## src/rtl/uart_rx.sv

```systemverilog
// 8N1 UART receiver: two-flop line synchroniser, mid-bit sampling, and
// single-cycle valid / framing-error strobes for the last received byte.
module uart_rx #(
    parameter int unsigned CLKS_PER_BIT = 104,
    parameter int unsigned HALF_BIT     = CLKS_PER_BIT / 2
) (
    input  logic       clk,
    input  logic       PMOD4,
    input  logic       RS232_Rx,
    output logic [7:0] rx_data,
    output logic       rx_valid,
    output logic       rx_frame_err,
    output logic       rx_busy
);

    localparam int unsigned TIMER_W = 16;
    localparam int unsigned IDX_W   = 3;
    localparam logic [TIMER_W-1:0] FULL_RELOAD = TIMER_W'(CLKS_PER_BIT - 1);
    localparam logic [TIMER_W-1:0] HALF_RELOAD = TIMER_W'(HALF_BIT - 1);
    localparam logic [IDX_W-1:0]   LAST_IDX    = IDX_W'(7);

    typedef enum logic [2:0] {
        ST_BREAK,
        ST_IDLE,
        ST_START,
        ST_DATA,
        ST_STOP
    } state_e;

    logic               s1_q, rx_s_q;
    state_e             state_q, state_d;
    logic [TIMER_W-1:0] timer_q, timer_d;
    logic [IDX_W-1:0]   bit_idx_q, bit_idx_d;
    logic [7:0]         shift_q, shift_d;
    logic [7:0]         rx_data_q, rx_data_d;
    logic               rx_valid_q, rx_valid_d;
    logic               rx_frame_err_q, rx_frame_err_d;
    logic               rx_busy_q, rx_busy_d;

    // Line synchroniser; resets to the idle level.
    always_ff @(posedge clk) begin
        if (PMOD4) begin
            s1_q   <= 1'b1;
            rx_s_q <= 1'b1;
        end else begin
            s1_q   <= RS232_Rx;
            rx_s_q <= s1_q;
        end
    end

    always_ff @(posedge clk) begin
        if (PMOD4) begin
            state_q        <= ST_BREAK;
            timer_q        <= '0;
            bit_idx_q      <= '0;
            shift_q        <= '0;
            rx_data_q      <= '0;
            rx_valid_q     <= 1'b0;
            rx_frame_err_q <= 1'b0;
            rx_busy_q      <= 1'b1;
        end else begin
            state_q        <= state_d;
            timer_q        <= timer_d;
            bit_idx_q      <= bit_idx_d;
            shift_q        <= shift_d;
            rx_data_q      <= rx_data_d;
            rx_valid_q     <= rx_valid_d;
            rx_frame_err_q <= rx_frame_err_d;
            rx_busy_q      <= rx_busy_d;
        end
    end

    always_comb begin
        state_d        = state_q;
        timer_d        = timer_q;
        bit_idx_d      = bit_idx_q;
        shift_d        = shift_q;
        rx_data_d      = rx_data_q;
        rx_valid_d     = 1'b0;
        rx_frame_err_d = 1'b0;

        case (state_q)
            // Hold off until the line has been seen high, so a stuck-low line is not a start bit.
            ST_BREAK: begin
                if (rx_s_q) begin
                    state_d = ST_IDLE;
                end
            end
            ST_IDLE: begin
                if (!rx_s_q) begin
                    timer_d = HALF_RELOAD;
                    state_d = ST_START;
                end
            end
            ST_START: begin
                if (timer_q == '0) begin
                    if (rx_s_q) begin
                        state_d = ST_IDLE;
                    end else begin
                        timer_d   = FULL_RELOAD;
                        bit_idx_d = '0;
                        state_d   = ST_DATA;
                    end
                end else begin
                    timer_d = timer_q - TIMER_W'(1);
                end
            end
            ST_DATA: begin
                if (timer_q == '0) begin
                    shift_d = {rx_s_q, shift_q[7:1]};
                    timer_d = FULL_RELOAD;
                    if (bit_idx_q == LAST_IDX) begin
                        state_d = ST_STOP;
                    end else begin
                        bit_idx_d = bit_idx_q + IDX_W'(1);
                    end
                end else begin
                    timer_d = timer_q - TIMER_W'(1);
                end
            end
            // Leaves at mid stop bit so an immediately following start bit is caught.
            ST_STOP: begin
                if (timer_q == '0) begin
                    if (rx_s_q) begin
                        rx_data_d  = shift_q;
                        rx_valid_d = 1'b1;
                        state_d    = ST_IDLE;
                    end else begin
                        rx_frame_err_d = 1'b1;
                        state_d        = ST_BREAK;
                    end
                end else begin
                    timer_d = timer_q - TIMER_W'(1);
                end
            end
            default: begin
                state_d = ST_BREAK;
            end
        endcase

        rx_busy_d = (state_d != ST_IDLE);
    end

    assign rx_data      = rx_data_q;
    assign rx_valid     = rx_valid_q;
    assign rx_frame_err = rx_frame_err_q;
    assign rx_busy      = rx_busy_q;

endmodule

```

## config.mk

```make
export PLATFORM = sky130hd
export DESIGN_NAME = uart_rx
export DESIGN_NICKNAME = d
export VERILOG_FILES = /design/src/rtl/uart_rx.sv
export SDC_FILE = /design/constraint.sdc
export NUM_CORES = 1
export LEC_CHECK = 0
export CAP_MARGIN = 20
export CORE_AREA = 2 2 61 77
export CTS_BUF_LIST = sky130_fd_sc_hd__clkbuf_2
export CTS_CLUSTER_SIZE = 14
export DETAILED_ROUTE_END_ITERATION = 8
export DIE_AREA = 0 0 63 79
export PLACE_DENSITY_LB_ADDON = 0.3
export SLEW_MARGIN = 30
export SYNTH_ARGS = -nofsm -noshare
export SYNTH_HDL_FRONTEND = slang
export SYNTH_SLANG_ARGS = --single-unit
export TNS_END_PERCENT = 100
```

## constraint.sdc

```tcl
create_clock -name clk -period 2.5 [get_ports clk]
set_input_delay 0.5 -clock clk [delete_from_list [all_inputs] [get_ports clk]]
set_output_delay 0.5 -clock clk [all_outputs]
set_load 0.05 [all_outputs]
```

After elaboration in Yosys (flattened, before gate mapping)
Cells that the tools add are included.

Input port bits: 3. Bits in latches: 0. Memories: 0. Flip-flop bits (word level): 43. Output and inout bits: 11. ROM bits: 0. Bits in writable memories: 0.

Add/sub/neg operators: 2. Magnitude comparators: 0. Shift operators: 0. Multiply operators: 0. Div/mod/pow operators: 0. Reductions and logical operators: 9. Muxes and demuxes: 22. Eq/ne operators: 13. Bitwise logic cells: 2.

Operator list (count): 16-bit 2-to-1 mux (5); 16-bit one-hot mux with 4 select lines (1); 3-bit 2-to-1 mux (10); 16-bit logical NOT (1); 16-bit by 1-bit subtractor with 16-bit output (second input constant) (1); 3-bit one-hot mux with 5 select lines (1); 2-bit inequality test (second input constant) (6); 3-bit by 2-bit equality test with 1-bit output (second input constant) (2); 3-bit equality test (second input constant) (2); 3-bit one-hot mux with 2 select lines (1); 5-bit AND reduction (1); 4-bit AND reduction (1); 4-bit nonzero test (1); 3-bit by 1-bit adder with 3-bit output (second input constant) (1); 3-bit by 1-bit equality test with 1-bit output (second input constant) (1); 3-bit logical NOT (1); 1-bit 2-to-1 mux (3); 3-bit by 1-bit inequality test with 1-bit output (second input constant) (1); 3-bit inequality test (second input constant) (1); 3-bit AND reduction (1); 3-bit OR reduction (1); 2-bit 2-to-1 mux (1); 1-bit NOT (2); 2-bit AND reduction (1); 2-bit nonzero test (1).

Logic depth before layout (Yosys ltp)
Gate-level depths: netlist (run 1).

Depth in word-level cells: 5. Depth in mapped cells: 9. Gate-level depth less buffers: 7.

Least setup slack after synthesis (run 1)
OpenSTA, ideal clock, no wires.

Path kind: register to register. Start: reg timer_q[0]. End: reg timer_q[12]. Setup slack: 0.541 ns. Required time: 2.381 ns. Arrival: 1.840 ns. Stages on the path, launching flop included: 8. Setup time: 0.119 ns. Path buffers: 0. Path through: dfxtp_1 -> inv_1 -> ha_1 -> or3b_1 -> nor2_1 -> a32oi_1 -> a211o_1 -> mux2i_1.

Cells in the longest elaborated chain, start to end: 3. Elaborated cells on any way between the ends: 9. Those cells by class: add/sub (1); eq/ne (2); mux (4); reduce/logical (2).

Ends and longest elaborated chain: start, declared (RTL line 32) `logic [TIMER_W-1:0] timer_q, timer_d;`; start signal, assigned (RTL line 63) `timer_q <= timer_d;`; 16-bit by 1-bit subtractor with 16-bit output or 16-bit logical NOT (tied branches); 16-bit 2-to-1 mux, or another cell as far along (RTL line 123) `if (timer_q == '0) begin`; 16-bit one-hot mux with 4 select lines or 4-bit AND reduction (tied branches).

Parallel ways exist; a longest one is shown, timed or not. The select of a mux whose other input is x is not followed. A chain may end at the register's enable or synchronous reset.

Worst setup path in the final report (run 1)
Same ends and word-level chain as after synthesis.

==> results by group, run 1 <==
Run status
  – Status: finished clean

Setup path
  – R2r startpoint: timer_q[0]$_SDFFE_PP0P_
  – Critical R2R Capture: timer_q[12]$_SDFFE_PP0P_
  – Reg2reg path depth: 7
  – Element type at the critical path end: register
  – Critical Path RT: 2.82 ns
  – Worst reg-to-reg setup slack: 0.21 ns
  – Crit path from: timer_q[0]$_SDFFE_PP0P_
  – CP Data Arrival Time: 2.61 ns
  – Critical path class: reg -> reg
  – CP Launch Type: register
  – CP Max Fanout: 6

Synthesis
  – Seq/Total Area, Yosys: 0.377
  – Synth top cells by count: dfxtp_1, nor2_1, mux2i_1
  – Most frequent cell after synthesis: dfxtp_1
  – Syn_nets: 263
  – Synth unique cells: 52
  – Synthesized area: 2280 sq um
  – Top-area cell type share of the netlist area: 0.377
  – Post-synth EDFFs: 0
  – Mean Syn Cell Area: 8.91 sq um
  – #FFs+latches synth: 43
  – Syn. warnings: 0
  – Dominant cells by area after synthesis: dfxtp_1, mux2i_1, nor2_1, a21oi_1, nor4_4
  – Synth async-reset ratio: 0
  – Gate Count Post-Synth: 256
  – Ys flop type: dfxtp_1
  – Post-synth top area cell: dfxtp_1

Min path
  – HP Start: s1_q$_SDFF_PP1_
  – Worst min path class: reg -> reg
  – Hold path depth: 1
  – Hold EP: rx_s_q$_SDFF_PP1_

Clocking
  – Total CTS buffers: 5
  – Clk_lat worst skew: 0.40 ns
  – H-Tree Level Count: 2
  – CTS sink count: 43
  – Clock-pin slew on the worst setup and hold paths: 0.21 ns
  – CTS max path bufs: 2
  – CTS Hold Buffers Added: 0
  – Post-CTS Setup Repair Bufs: 0
  – CTS tree: done
  – Root Driver: clkbuf_2

Finish
  – Share of layout cells above drive strength 1: 0.126
  – Fin util: 0.592
  – Nets@finish: 276
  – Layout area overhead: 11.4%
  – # diodes: 0

Timing
  – Worst Skew: 0.00838 ns
  – Worst slew margin: 0.558
  – Setup TNS: 0 ns
  – Final hold violation count: 0
  – Final period util: 0.915
  – Hold WS: 0.454 ns
  – Final setup viols: 0
  – Fmax: 437 MHz
  – Tmin final: 2.29 ns
  – Worst Max-Slew Pin Slew: 0.656 ns
  – Worst setup margin: 0.212 ns
  – RSZ-0062 raised after global routing: false
  – Max-slew violations: 0

Placed design
  – IO Port Bufs: 13
  – DP HPWL: 3410 um
  – Place WS: 0.205 ns
  – Gpl congestion: 0.957

Route
  – DRC Markers: 0
  – Wirelength per Cell: 14.8 um
  – Antenna-violating nets left: 0
  – Via count: 1938
  – First drt pass iteration count: 4
  – Vias per cell: 5.93
  – Final wirelength: 4840 um
  – Initial DRC Count: 127

Die
  – Die width: 63 um
  – Initial Util: 0.532
  – Placement Rows: 27
  – Die area: 4980 sq um
  – CORE AREA: 4290 sq um
  – I/O pins: 14
  – Die Y: 79 um

Global route
  – Grt total ovfl: 0
  – Global Route Usage Sum: 0.204
  – Initial antenna violation count: 0
  – Vias in the first global route: 1761
  – First-pass GRT wire length: 8110 um
  – Largest net degree at the start of global routing: 33

Power
  – Power, Total: 1.58 mW
  – Power density over cell area: 623 nW/um^2
  – Leakage Power: 0.978 nW
  – IR drop worst, VDD: 0.355 mV

Job
  – Max cap viols: 0
-- through the flow --
stage | cells | instance area, sq um
3_3_place_gp | 320 | 2470
5_1_grt | 327 | 2540
3_5_place_dp | 320 | 2470
6_report | 327 | 2540
2_1_floorplan | 256 | 2280
4_1_cts | 327 | 2530
-- power breakdown --
| part | internal [mW] | switching (mW) | total, mW | leakage (nW) |
|---|---|---|---|---|
| registers | 0.714 | 0.0452 | 0.759 | 0.349 |
| clock network | 0.163 | 0.229 | 0.392 | 0.0350 |
| logic | 0.164 | 0.269 | 0.433 | 0.594 |
| total | 1.04 | 0.544 | 1.58 | 0.978 |
-- flip-flops by register name, summed over array words and instances, names as in the netlist --
register      count
state_q           3
timer_q          16
rx_s_q            1
rx_busy           1
rx_frame_err      1
rx_data           8
shift_q           8
bit_idx_q         3
rx_valid          1
s1_q              1
-- kinds of logic (layout without fill, tap and decap cells) --
family,after synthesis,after routing,synth area share
AND/OR/NAND/NOR,110,110,0.285
XOR/XNOR,1,1,0.00384
adder cells (fa/ha/maj),4,4,0.0219
AO/OA/AOI/OAI,54,54,0.172
flip-flops,43,43,0.377
multiplexers,22,22,0.0965
buffers and inverters,22,35,0.0428
-- critical path, cell delays in order, from the launching register on --
cell	delay, ns
dfxtp_1	0.38
inv_1	0.08
ha_1	0.22
or3b_1	0.45
nor2_1	0.39
a32oi_1	0.23
a211o_1	0.34
mux2i_1	0.12
-- final cells by class --
| type | instances | area (sq um) |
|---|---|---|
| Clock buffer | 5 | 25.0 |
| Clock inverter | 2 | 37.5 |
| Fill cell | 399 | 1750 |
| Inverter | 7 | 26.3 |
| Multi-Input combinational cell | 191 | 1330 |
| Sequential cell | 43 | 861 |
| Tap cell | 58 | 72.6 |
| Timing Repair Buffer | 21 | 190 |
-- cells in the final DEF (no fill, tap or decap), drive strengths merged, types with 2 or more instances in the layout --
| cell type | Yosys | final |
|---|---|---|
| a211oi | 3 | 3 |
| a21o | 4 | 4 |
| a21oi | 16 | 16 |
| a221o | 2 | 2 |
| a221oi | 2 | 2 |
| a31oi | 3 | 3 |
| a32oi | 3 | 3 |
| and4 | 2 | 2 |
| buf | 6 | 8 |
| clkbuf | 9 | 5 |
| clkdlybuf4s50 | 0 | 13 |
| dfxtp | 43 | 43 |
| ha | 4 | 4 |
| inv | 7 | 7 |
| mux2i | 22 | 22 |
| nand2 | 9 | 9 |
| nand2b | 3 | 3 |
| nand3 | 10 | 10 |
| nand3b | 5 | 5 |
| nand4 | 8 | 8 |
| nor2 | 34 | 34 |
| nor2b | 2 | 2 |
| nor3 | 9 | 9 |
| nor4 | 9 | 9 |
| o21ai | 11 | 11 |
| o221ai | 2 | 2 |
| or2 | 7 | 7 |
| or3 | 3 | 3 |
| or3b | 2 | 2 |
| or4 | 3 | 3 |
-- worst max-delay path by stage --
| stage | to | slack, ns |
|---|---|---|
| final | timer_q[12]$_SDFFE_PP0P_ | 0.21 |
| after global routing | timer_q[12]$_SDFFE_PP0P_ | 0.09 |
| after CTS | timer_q[9]$_SDFFE_PP0P_ | 0.17 |
| after detailed placement | timer_q[9]$_SDFFE_PP0P_ | 0.20 |
| after global placement | timer_q[10]$_SDFFE_PP0P_ | 0.29 |
| after floorplan | timer_q[12]$_SDFFE_PP0P_ | 0.54 |
-- routing by layer --
layer | vias to the layer above | global-route usage | share of wire
met4 | 0 | 0.0778 | 0.013
met5 | - | 0 | 0
li1 | 978 | - | -
met1 | 902 | 0.257 | 0.45
met2 | 53 | 0.347 | 0.49
met3 | 5 | 0.0368 | 0.051
-- what timing repair did --
| item | in CTS | in global routing |
|---|---|---|
| gates resized for setup | 0 | 1 |
| endpoints found under the hold margin | 0 | 0 |
| endpoints found under the setup margin | 0 | 5 |
(Power assumes the default switching activity.)
==> run 2, diff against run 1 <==
--- a/config.mk
+++ b/config.mk
@@ -6,14 +6,14 @@
 export NUM_CORES = 1
 export LEC_CHECK = 0
 export CAP_MARGIN = 20
-export CORE_AREA = 2 2 61 77
+export CORE_AREA = 2 2 65 82
 export CTS_BUF_LIST = sky130_fd_sc_hd__clkbuf_2
 export CTS_CLUSTER_SIZE = 14
 export DETAILED_ROUTE_END_ITERATION = 8
-export DIE_AREA = 0 0 63 79
+export DIE_AREA = 0 0 67 84
 export PLACE_DENSITY_LB_ADDON = 0.3
 export SLEW_MARGIN = 30
 export SYNTH_ARGS = -nofsm -noshare
 export SYNTH_HDL_FRONTEND = slang
 export SYNTH_SLANG_ARGS = --single-unit
-export TNS_END_PERCENT = 100
+export TNS_END_PERCENT = 20
==> results by group, run 2 (synthesis results as in run 1) <==
Min path
  – Worst min path class: reg -> reg
  – Hold path depth: 1 (unchanged)
  – Hold EP: rx_s_q$_SDFF_PP1_
  – HP Start: s1_q$_SDFF_PP1_

Power
  – Leakage Power: 1.01 nW (+3.3%)
  – Power, Total: 1.63 mW (+3.1%)
  – Power density over cell area: 630 nW/um^2 (+1.0%)
  – IR drop worst, VDD: 0.427 mV (+20%)

Route
  – Wirelength per Cell: 15.4 um (+4.0%)
  – Antenna-violating nets left: 0 (unchanged)
  – First drt pass iteration count: 4 (unchanged)
  – DRC Markers: 0 (unchanged)
  – Via count: 1984 (+2.4%)
  – Initial DRC Count: 100 (-21%)
  – Vias per cell: 5.89 (-0.66%)
  – Final wirelength: 5190 um (+7.2%)

Clocking
  – Total CTS buffers: 5 (unchanged)
  – Clk_lat worst skew: 0.43 ns (+0.03 ns)
  – Clock-pin slew on the worst setup and hold paths: 0.24 ns (+0.03 ns)
  – CTS Hold Buffers Added: 0 (unchanged)
  – H-Tree Level Count: 2 (unchanged)
  – CTS tree: done
  – CTS sink count: 43 (unchanged)
  – CTS max path bufs: 2 (unchanged)
  – Root Driver: clkbuf_2

Finish
  – Layout area overhead: 13.7%
  – Share of layout cells above drive strength 1: 0.138 (+0.0118)
  – Nets@finish: 281 (+1.8%)
  – Multi-input gate area: 1330 sq um (+0.38%)
  – Fin util: 0.526 (-0.0667)
  – Max FFs per register: 16 (unchanged)
  – Most frequent cells in the layout: dfxtp_1, nor2_1, mux2i_1, a21oi_1
  – Filler Cells Inserted: 502 (+26%)
  – Reg with most FFs: timer_q
  – Most common cell after layout, fill and taps aside: dfxtp_1
  – Sequential cell area: 861 sq um (unchanged)
  – # diodes: 0 (unchanged)

Placed design
  – DP HPWL: 3810 um (+12%)
  – IO Port Bufs: 13 (unchanged)
  – Gpl congestion: 0.879 (-8.2%)

Timing
  – Setup TNS: 0 ns (unchanged)
  – Worst Skew: 0.0223 ns (+0.0139 ns)
  – Final setup viols: 0 (unchanged)
  – Worst slew margin: 0.619 (+0.0605)
  – Max-slew violations: 0 (unchanged)
  – Final hold violation count: 0 (unchanged)
  – Worst Max-Slew Pin Slew: 0.566 ns (-0.0897 ns)
  – RSZ-0062 raised after global routing: false
  – Fmax: 433 MHz (-1.0%)
  – Tmin final: 2.31 ns (+0.0241 ns)
  – Final period util: 0.925 (+0.00966)

Setup path
  – CP Launch Type: register
  – Reg2reg path depth: 7 (unchanged)
  – Critical R2R Capture: timer_q[5]$_SDFFE_PP0P_
  – R2r startpoint: timer_q[1]$_SDFFE_PP0P_
  – CP Data Arrival Time: 2.64 ns (+0.03 ns)
  – CP Max Fanout: 7 (+1)
  – Critical path class: reg -> reg
  – Element type at the critical path end: register
  – Critical Path RT: 2.83 ns (about the same)
  – Worst reg-to-reg setup slack: 0.19 ns (-0.02 ns)
  – Crit path from: timer_q[1]$_SDFFE_PP0P_

Die
  – I/O pins: 14 (unchanged)
  – Initial Util: 0.462 (-0.0694)
  – Placement Rows: 29 (+7.4%)
  – Die area: 5630 sq um (+13%)
  – CORE AREA: 4930 sq um (+15%)
  – Die Y: 84 um (+6.3%)
  – Die width: 67 um (+6.3%)

Run status
  – Status: finished clean

Global route
  – Grt total ovfl: 0 (unchanged)
  – Vias in the first global route: 1902 (+8.0%)
  – First-pass GRT wire length: 8870 um (+9.4%)
  – Largest net degree at the start of global routing: 23 (-30%)
  – Initial antenna violation count: 0 (unchanged)
  – Global Route Usage Sum: 0.202 (-0.00238)

Job
  – Max cap viols: 0 (unchanged)
run 2: repair_timing:
action,in CTS,in global routing
endpoints found under the setup margin,0,1
setup buffers,0,0
gates resized for setup,0,1
run 2: layer usage:
layer	wire length, um	GRT usage
met5	0	0
met4	97	0.0798
met3	186	0.0391
met2	2640	0.340
met1	2260	0.246
run 2: critical path: stages, from the launching register on:
cell	delay (ns)
dfxtp_1	0.38
inv_1	0.07
ha_1	0.16
nor3b_1	0.38
nand4_1	0.40
a221oi_4	0.46
nor4_1	0.09
a311o_1	0.27
run 2: report_power, final:
group	internal [mW]	leakage, nW	switching, mW
Clock	0.170	0.0410	0.245
Combinational	0.177	0.620	0.285
Sequential	0.714	0.349	0.0414
run 2: area by class of cell:
class / count / area share
clock inverters: 3 / 0.0164
inverters: 7 / 0.0101
well taps: 62 / 0.0299
clock buffers: 5 / 0.00965
multi-input cells: 191 / 0.514
flip-flops and latches: 43 / 0.332
repair buffers: 26 / 0.0878
run 2: worst max-delay path by stage:
stage	cells past startpoint	endpoint
2_1_floorplan	7	timer_q[12]$_SDFFE_PP0P_
3_3_place_gp	7	timer_q[12]$_SDFFE_PP0P_
4_1_cts	7	timer_q[5]$_SDFFE_PP0P_
3_5_place_dp	7	timer_q[5]$_SDFFE_PP0P_
5_1_grt	7	timer_q[5]$_SDFFE_PP0P_
6_report	7	timer_q[5]$_SDFFE_PP0P_
run 2: per-stage QoR:
| stage | setup slack [ns] | instance area (sq um) | instances | hold WS [ns] |
|---|---|---|---|---|
| 2_1_floorplan | 0.541 | 2280 | 256 | 0.389 |
| 6_report | 0.188 | 2590 | 337 | 0.448 |
| 5_1_grt | 0.0392 | 2590 | 337 | 0.462 |
| 3_5_place_dp | 0.200 | 2510 | 329 | 0.402 |
| 4_1_cts | 0.154 | 2580 | 337 | 0.450 |
| 3_3_place_gp | 0.264 | 2510 | 329 | 0.391 |
==> run 3, diff against run 2 <==
==> constraint.sdc (replaced) <==
create_clock -name clk -period 2.7 [get_ports clk]
set_input_delay 0.54 -clock clk [delete_from_list [all_inputs] [get_ports clk]]
set_output_delay 0.54 -clock clk [all_outputs]
set_load 0.05 [all_outputs]
==> results by group, run 3 (synthesis results as in run 1) <==
Placed design
  – Place WS: 0.462 ns (+0.262 ns)
  – DP HPWL: 3650 um (-4.2%)
  – IO Port Bufs: 13 (unchanged)
  – Placed Instances: 324 (-1.5%)
  – Area post-placement: 2480 sq um (-1.5%)
  – Gpl congestion: 0.896 (+2.0%)

Route
  – Highest metal used: met4
  – Metal3 WL: 205 um (+10%)
  – Metal2 WL: 2580 um (-2.5%)
  – Initial DRC Count: 140 (+40%)
  – Wirelength per Cell: 15.2 um (-1.4%)
  – DRC Markers: 0 (unchanged)
  – First drt pass iteration count: 4 (unchanged)
  – Met1 wire length: 2150 um (-4.8%)
  – Vias per cell: 5.91 (+0.38%)
  – Final wirelength: 5020 um (-3.1%)
  – Via count: 1956 (-1.4%)
  – Antenna-violating nets left: 0 (unchanged)

Setup path
  – Reg2reg path depth: 7 (unchanged)
  – Critical Path RT: 3.05 ns (+0.22 ns)
  – Element type at the critical path end: register
  – CP Launch Type: register
  – CP Data Arrival Time: 2.62 ns (-0.02 ns)
  – CP Max Fanout: 6 (-1)
  – Worst reg-to-reg setup slack: 0.43 ns (+0.24 ns)
  – Critical path class: reg -> reg

Clocking
  – Root Driver: clkbuf_2
  – Clk_lat worst skew: 0.42 ns (about the same)
  – CTS Hold Buffers Added: 0 (unchanged)
  – H-Tree Level Count: 2 (unchanged)
  – Clock-pin slew on the worst setup and hold paths: 0.21 ns (-0.03 ns)
  – Post-cts gate resize count: 0 (unchanged)
  – Total CTS buffers: 5 (unchanged)
  – CTS sink count: 43 (unchanged)
  – CTS max path bufs: 2 (unchanged)
  – Post-CTS Setup Repair Bufs: 0 (unchanged)
  – CTS tree: done

Die
  – Die area: 5630 sq um (unchanged)
  – Initial Util: 0.462 (unchanged)
  – I/O pins: 14 (unchanged)
  – Die width: 67 um (unchanged)
  – Placement Rows: 29 (unchanged)
  – Die Y: 84 um (unchanged)
  – CORE AREA: 4930 sq um (unchanged)

Timing
  – Tmin final: 2.27 ns (-0.0378 ns)
  – Setup TNS: 0 ns (unchanged)
  – Max-slew violations: 0 (unchanged)
  – Worst Max-Slew Pin Slew: 0.638 ns (+0.0722 ns)
  – RSZ-0062 raised after global routing: false
  – Final setup viols: 0 (unchanged)
  – Final period util: 0.842 (-0.0825)
  – Worst setup margin: 0.426 ns (+0.238 ns)
  – Fmax: 440 MHz (+1.7%)
  – Worst slew margin: 0.574 (-0.0450)
  – Final hold violation count: 0 (unchanged)
  – Worst Skew: 0.00620 ns (-0.0161 ns)

Power
  – Power density over cell area: 579 nW/um^2 (-8.0%)
  – IR drop worst, VDD: 0.376 mV (-12%)
  – Leakage Power: 0.977 nW (-3.2%)

Job
  – Max cap viols: 0 (unchanged)

Finish
  – # diodes: 0 (unchanged)
  – Max FFs per register: 16 (unchanged)
  – Most frequent cells in the layout: dfxtp_1, nor2_1, mux2i_1, a21oi_1, clkdlybuf4s50_1
  – Share of layout cells above drive strength 1: 0.123 (-0.0155)
  – Most common cell after layout, fill and taps aside: dfxtp_1
  – Filler Cells Inserted: 491 (-2.2%)
  – Post-route cell area: 2540 sq um (-2.1%)
  – Fin cells: 331 (-1.8%)
  – Fin util: 0.515 (-0.0109)
  – Nets@finish: 276 (-1.8%)
  – Layout area overhead: 11.4%
  – Reg with most FFs: timer_q

Min path
  – Worst min path class: reg -> reg
  – Hold path depth: 1 (unchanged)

Global route
  – Grt total ovfl: 0 (unchanged)
  – Global Route Usage Sum: 0.195 (-0.00682)
  – Vias in the first global route: 1790 (-5.9%)
  – Initial antenna violation count: 0 (unchanged)
  – Largest net degree at the start of global routing: 20 (-13%)
  – First-pass GRT wire length: 8510 um (-4.0%)

Run status
  – Status: finished clean
[run 3: per-stage QoR]
stage          hold slack, ns  total power [mW]
2_1_floorplan           0.389              1.02
3_3_place_gp            0.392              1.11
3_5_place_dp            0.397              1.11
4_1_cts                 0.443              1.47
5_1_grt                 0.483              1.54
6_report                0.440              1.47
[run 3: final timing paths]
| kind | to | from |
|---|---|---|
| hold / removal | rx_s_q$_SDFF_PP1_ | s1_q$_SDFF_PP1_ |
| setup reg to reg | timer_q[12]$_SDFFE_PP0P_ | timer_q[0]$_SDFFE_PP0P_ |
| hold reg to reg | rx_s_q$_SDFF_PP1_ | s1_q$_SDFF_PP1_ |
| setup / recovery | timer_q[12]$_SDFFE_PP0P_ | timer_q[0]$_SDFFE_PP0P_ |
[run 3: cell type report]
type / instances / area (sq um) / area share
Multi-Input combinational cell: 191 / 1320 / 0.521
Tap cell: 62 / 77.6 / 0.0305
Inverter: 7 / 26.3 / 0.0103
Clock inverter: 2 / 37.5 / 0.0148
Sequential cell: 43 / 861 / 0.339
Clock buffer: 5 / 25.0 / 0.00985
Timing Repair Buffer: 21 / 190 / 0.0749
[run 3: where the power goes]
part / leakage (nW) / total [mW] / switching (mW) / internal, mW
clock network: 0.0350 / 0.364 / 0.213 / 0.151
registers: 0.349 / 0.702 / 0.0409 / 0.661
logic: 0.593 / 0.405 / 0.254 / 0.151
total: 0.977 / 1.47 / 0.508 / 0.963
[run 3: metal layers]
| layer | GRT usage | vias to the layer above |
|---|---|---|
| met5 | 0 | - |
| met4 | 0.0816 | 0 |
| met3 | 0.0432 | 8 |
| met2 | 0.315 | 41 |
| met1 | 0.245 | 929 |
| li1 | - | 978 |
[run 3: critical path: stages, from the launching register on]
cell	delay (ns)
dfxtp_1	0.38
inv_1	0.08
ha_1	0.23
or3b_1	0.46
nor2_1	0.35
a32oi_1	0.22
a211o_1	0.36
mux2i_1	0.12
